[src/rtl/cpu_types_pkg.sv]
// cpu_types_pkg: shared types for the data cache (miss FSM states, per-set frame)
package cpu_types_pkg;
   localparam int DC_NSETS = 8;
   localparam int DC_IDXW = $clog2(DC_NSETS);
   localparam int DC_TAGW = 32 - DC_IDXW - 3;
   typedef enum logic [3:0] {IDLE, WB0, WB1, LD0, LD1, FLUSH0, FLUSH1, FNEXT, DONE} dcache_state_t;
   typedef struct packed {
      logic valid;
      logic dirty;
      logic [DC_TAGW-1:0] tag;
      logic [1:0][31:0] data;
   } dcache_frame_t;
endpackage

[src/rtl/dcache_link_reg.sv]
// dcache_link_reg: LL/SC link register {lvalid, laddr}
//   CLK/nRST  clock, async active-low reset
//   set       LL completed: capture addr and mark the link valid
//   clear     drop the link (wins over set)
//   addr      current word address, captured on set and compared for sc_ok
//   sc_ok     link valid and addr matches the linked word
module dcache_link_reg (
   input  logic        CLK,
   input  logic        nRST,
   input  logic        set,
   input  logic        clear,
   input  logic [29:0] addr,
   output logic        sc_ok
);
   logic lvalid;
   logic [29:0] laddr;
   always_ff @(posedge CLK or negedge nRST) begin
      if (!nRST) begin
         lvalid <= 1'b0;
         laddr <= '0;
      end else if (clear) lvalid <= 1'b0;
      else if (set) begin
         lvalid <= 1'b1;
         laddr <= addr;
      end
   end
   assign sc_ok = lvalid && laddr == addr;
endmodule

[src/rtl/dcache_dm.sv]
// dcache_dm: direct-mapped write-back write-allocate data cache with LL/SC and halt flush
//   CLK/nRST                        clock, async active-low reset
//   halt                            write back every dirty block, then raise flushed (sticky)
//   dmemREN/dmemWEN/datomic         datapath request (LW/LL, SW/SC), held until dhit
//   dmemaddr/dmemstore              word address and write data
//   dhit/dmemload                   combinational completion, read data or SC result
//   dREN/dWEN/daddr/dstore          memory-side word request
//   dload/dwait                     memory read data; a word moves on the first dwait=0 cycle
module dcache_dm
   import cpu_types_pkg::*;
#(
   parameter int NSETS = DC_NSETS,
   parameter int IDXW = $clog2(NSETS),
   parameter int TAGW = 32 - IDXW - 3
) (
   input  logic        CLK,
   input  logic        nRST,
   input  logic        halt,
   input  logic        dmemREN,
   input  logic        dmemWEN,
   input  logic        datomic,
   input  logic [31:0] dmemaddr,
   input  logic [31:0] dmemstore,
   output logic        dhit,
   output logic [31:0] dmemload,
   output logic        flushed,
   output logic        dREN,
   output logic        dWEN,
   output logic [31:0] daddr,
   output logic [31:0] dstore,
   input  logic [31:0] dload,
   input  logic        dwait
);
   dcache_state_t state, nxt;
   dcache_frame_t frames [NSETS];
   dcache_frame_t fr, ff;
   logic [TAGW-1:0] tag;
   logic [IDXW-1:0] idx, fi, nf;
   logic [IDXW:0] fidx;
   logic off, b, req, sc, sc_ok, sc_fail, tag_hit, last, wr_hit, unused;
   assign tag = dmemaddr[31:IDXW+3];
   assign idx = dmemaddr[IDXW+2:3];
   assign off = dmemaddr[2];
   assign unused = ^dmemaddr[1:0];
   assign fr = frames[idx];
   assign fi = fidx[IDXW-1:0];
   assign nf = fi + 1'b1;
   assign ff = frames[fi];
   // fidx has a spare top bit so the last-set test never sees a wrapped value
   assign last = fidx == (IDXW+1)'(NSETS - 1);
   assign b = state inside {WB1, LD1, FLUSH1};
   assign req = dmemREN | dmemWEN;
   assign sc = dmemWEN & datomic;
   assign sc_fail = sc & ~sc_ok;
   assign tag_hit = fr.valid && fr.tag == tag;
   assign wr_hit = dhit & dmemWEN & ~sc_fail;
   assign flushed = state == DONE;
   dcache_link_reg u_link (
      .CLK(CLK),
      .nRST(nRST),
      .set(dhit && dmemREN && datomic),
      .clear(halt || (dhit && dmemWEN && (datomic || sc_ok))),
      .addr(dmemaddr[31:2]),
      .sc_ok(sc_ok)
   );
   always_comb begin
      nxt = state;
      dhit = 1'b0;
      dmemload = '0;
      dREN = 1'b0;
      dWEN = 1'b0;
      daddr = '0;
      dstore = '0;
      case (state)
         IDLE: begin
            if (halt) nxt = frames[0].dirty ? FLUSH0 : FNEXT;
            else if (sc_fail) dhit = 1'b1;
            else if (req && tag_hit) begin
               dhit = 1'b1;
               dmemload = dmemREN ? fr.data[off] : {31'd0, sc};
            end else if (req) nxt = (fr.valid && fr.dirty) ? WB0 : LD0;
         end
         WB0, WB1: begin
            dWEN = 1'b1;
            daddr = {fr.tag, idx, b, 2'b00};
            dstore = fr.data[b];
            if (!dwait) nxt = b ? LD0 : WB1;
         end
         LD0, LD1: begin
            dREN = 1'b1;
            daddr = {tag, idx, b, 2'b00};
            if (!dwait) nxt = b ? IDLE : LD1;
         end
         FLUSH0, FLUSH1: begin
            dWEN = 1'b1;
            daddr = {ff.tag, fi, b, 2'b00};
            dstore = ff.data[b];
            if (!dwait) nxt = b ? FNEXT : FLUSH1;
         end
         FNEXT: nxt = last ? DONE : frames[nf].dirty ? FLUSH0 : FNEXT;
         default: nxt = DONE;
      endcase
   end
   always_ff @(posedge CLK or negedge nRST) begin
      if (!nRST) begin
         state <= IDLE;
         fidx <= '0;
         for (int i = 0; i < NSETS; i++) frames[i] <= '0;
      end else begin
         state <= nxt;
         if (state == IDLE && halt) fidx <= '0;
         else if (state == FNEXT && !last) fidx <= fidx + 1'b1;
         if (wr_hit) begin
            frames[idx].data[off] <= dmemstore;
            frames[idx].dirty <= 1'b1;
         end
         if (dREN && !dwait) begin
            frames[idx].data[b] <= dload;
            if (b) begin
               frames[idx].valid <= 1'b1;
               frames[idx].dirty <= 1'b0;
               frames[idx].tag <= tag;
            end
         end
         if (state == FLUSH1 && !dwait) frames[fi].dirty <= 1'b0;
      end
   end
   a_rw_excl: assert property (@(posedge CLK) disable iff (!nRST) !(dmemREN && dmemWEN));
endmodule

[config.mk]
export PLATFORM = sky130hd
export DESIGN_NAME = dcache_dm
export DESIGN_NICKNAME = d
export VERILOG_FILES = /design/src/rtl/cpu_types_pkg.sv /design/src/rtl/dcache_link_reg.sv /design/src/rtl/dcache_dm.sv
export SDC_FILE = /design/constraint.sdc
export NUM_CORES = 2
export LEC_CHECK = 0
export BUFFER_PORTS_ARGS = -buffer_cell sky130_fd_sc_hd__buf_4
export CAP_MARGIN = 40
export CORE_UTILIZATION = 33
export CTS_CLUSTER_SIZE = 14
export DETAILED_ROUTE_END_ITERATION = 10
export GPL_ROUTABILITY_DRIVEN = 0
export HOLD_SLACK_MARGIN = 0.05
export PLACE_DENSITY = 0.49
export SYNTH_ARGS = -nofsm -noshare
export SYNTH_HDL_FRONTEND = slang
export SYNTH_SLANG_ARGS = --single-unit
[constraint.sdc]
create_clock -name CLK -period 5.8 [get_ports CLK]
set_input_delay 0.87 -clock CLK [delete_from_list [all_inputs] [get_ports CLK]]
set_output_delay 0.87 -clock CLK [all_outputs]
set_load 0.005 [all_outputs]
==> flow_summary.json <==
{
  "status": "finished clean",
  "vias": 51400,
  "synth-seq-cells": 775,
  "wl_met3_um": 34100,
  "drv_slew": 0,
  "clkTransAtPathRegs_ns": 0.06,
  "holdCritPathClass": "in2async",
  "yosysSeqAreaShare_pct": 41.0,
  "grt_pass1_wl_um": 370000,
  "grt_antenna_before_repair": 31,
  "powerDensity_nw_per_um2": 476,
  "stdcell_area_um2": 54200,
  "htree_levels": 3,
  "grt_setup_unrepaired": "false",
  "track_usage_pct": 35.2,
  "switching_share_pct": 41.6,
  "skew_ns": 0.0428,
  "peakVddDrop_mv": 0.272,
  "clk-insertion-delay-late_ns": 0.75,
  "end_kind": "output pin",
  "start_kind": "primary input",
  "routed_via_density": 6.68,
  "worstSetupPathType": "in2out",
  "p_sw_w": 0.0107,
  "numCtsBuffers": 97,
  "netlist_instances": 5944,
  "area_growth_pct": 14.7,
  "num_rows": 138,
  "syn-mean-instance-area_um2": 7.95,
  "drtIter0Drc": 8326,
  "die_h_um": 381,
  "clock_sinks": 775,
  "p_leak_nw": 22.7,
  "wl_met1_um": 104000,
  "grt_pass1_vias": 47600,
  "pwr-share-clk_pct": 25.3,
  "synthArstFlopShare_pct": 100,
  "tritoncts": "built",
  "period_share_pct": 99.1,
  "startpoint": "dmemaddr[3]",
  "finalWirelength_um": 265000,
  "place_area_um2": 50900,
  "synth_area_um2": 47300,
  "tns_ns": 0,
  "p_int_w": 0.0151,
  "drtAntennaViolNets": 0,
  "start_util_pct": 33.3,
  "crit_required_ns": 4.93,
  "synth_edf_count": 0,
  "top_layer": "met5",
  "relSlewSlack_pct": 19.6,
  "dp_hpwl_um": 149000,
  "layout.nets": 5826,
  "drive_above_1_share_pct": 14.6,
  "wl_met2_um": 110000,
  "place.port_buffers": 198,
  "netlist-cell-type-count": 67,
  "dr.pass1.iters": 7,
  "drc_errors": 0,
  "overflow": 0,
  "grt_max_degree": 222,
  "ys.flop_type": "dfrtp_1",
  "min_period_ns": 5.75,
  "num_io_pins": 203,
  "hold_viol": 0,
  "worstPathMaxFanout": 27,
  "coreArea_um2": 142000,
  "setup_viol": 0,
  "fmax_mhz": 174,
  "dieArea_um2": 145000,
  "cp_data_arrival_time_ns": 4.88,
  "cts_root_buf": "clkbuf_16",
  "cts_buffer_depth": 3,
  "maxCapViolCount": 0,
  "combPwrFrac_pct": 39.2,
  "tightest_slew_ns": 1.21,
  "avgRoutedWirePerCell_um": 34.4,
  "p_seq_share_pct": 35.4,
  "yosys_warnings": 0,
  "die_x_um": 381
}
## layout make-up
class | instances | area (um^2)
fill | 14400 | 87700
multi-input combinational | 4416 | 25100
sequential | 775 | 19400
timing repair buffer | 418 | 3930
clock buffer | 147 | 2910
tap | 1890 | 2360
clock inverter | 29 | 424
inverter | 14 | 53.8
antenna | 13 | 32.5
## path summary, 6_finish.rpt
check	endpoint	slack (ns)	cells after the start
max in group asynchronous	async pin	4.24	2
worst min-delay path	frames[37]	0.17	1
min in group CLK	u_link.laddr[18]	0.43	2
worst min register to register	register	0.46	1
worst max register to register	frames[18]	1.48	10
worst max-delay path	dmemload[19]	0.05	14
## Yosys cell counts (17+ instances only)
library cell | n | share of area [%]
buf_6 | 17 | 0.40
a211oi_1 | 25 | 0.40
nand3_1 | 541 | 5.7
o22ai_1 | 345 | 4.6
o21ai_1 | 109 | 1.2
mux2_1 | 32 | 0.76
a22oi_1 | 107 | 1.7
a31oi_1 | 516 | 6.8
o221ai_1 | 56 | 1.0
xnor2_1 | 20 | 0.37
nor4_1 | 25 | 0.33
nand2_1 | 710 | 5.6
nand2b_1 | 23 | 0.30
buf_4 | 39 | 0.62
buf_1 | 58 | 0.46
clkbuf_1 | 549 | 4.4
mux4_2 | 29 | 1.4
a21oi_1 | 104 | 1.1
and3_1 | 20 | 0.26
nand4_1 | 32 | 0.42
dfrtp_1 | 775 | 41
nor2_1 | 722 | 5.7
mux2_2 | 132 | 3.1
mux2i_1 | 77 | 1.6
nor3_1 | 69 | 0.73
a221o_1 | 27 | 0.57
or3_1 | 22 | 0.29
buf_2 | 76 | 0.80
xor2_1 | 19 | 0.35
o21ai_0 | 533 | 5.6
## metal layers
metal	vias up	GRT usage [%]
met5	-	0.463
met4	34	18.7
met3	995	11.0
met2	4030	50.9
met1	25200	46.8
li1	21200	-
## placed cells by master (no fill, tap or decap), types with 104 or more instances in the layout
master   count
o21ai_1    108
nor2_1     704
a21oi_1    104
nand3_1    522
o21ai_0    532
a31oi_1    516
a22oi_1    107
buf_4      355
o22ai_1    345
mux2_2     132
nand2_1    686
dfrtp_1    772
## through the flow
step	total power (W)	util (%)	hold slack, ns	worst slack [ns]	std cells
finish	0.0258	38.2	0.166	0.0531	7702
global route	0.0268	38.2	0.217	0.00371	7693
CTS	0.0254	38.2	0.211	0.0338	7689
detailed placement	0.0189	35.8	0.448	0.0529	7513
global placement	0.0186	35.5	0.444	0.0131	7491
floorplan	0.0144	-	0.429	1.73	5945
## power by group through the flow
stage               clock network (W)  registers, W  logic [W]
floorplan                           0       0.00840    0.00597
global placement                    0       0.00913    0.00951
detailed placement                  0       0.00913    0.00975
CTS                           0.00658       0.00907    0.00977
global route                  0.00679       0.00938     0.0106
finish                        0.00655       0.00916     0.0101
## critical path: stages
cell,delay [ns]
buf_4,0.38
nand2b_2,0.58
buf_4,0.27
o22ai_1,0.13
o21ai_0,0.23
nand4_1,0.24
nor4_2,0.47
buf_4,0.20
and4_4,0.22
nand3_2,0.18
buf_4,0.36
a211oi_1,0.43
buf_4,0.18
buf_4,0.10
## repair_timing
action                     in CTS  in global routing
setup endpoints to repair       0                  2
setup buffers                   0                  0
gates resized for setup         0                  1
hold buffers                    0                  0
## cells by family after synthesis
group | after synthesis | share of synthesized area, %
multiplexers | 271 | 6.97
adder cells (fa/ha/maj) | 1 | 0.0265
AO/OA/AOI/OAI | 1904 | 24.5
other | 1 | 0.00793
AND/OR/NAND/NOR | 2199 | 20.0
buffers and inverters | 754 | 6.77
XOR/XNOR | 39 | 0.722
flip-flops | 775 | 41.0
Note: power is estimated with default switching activity, not from simulation.
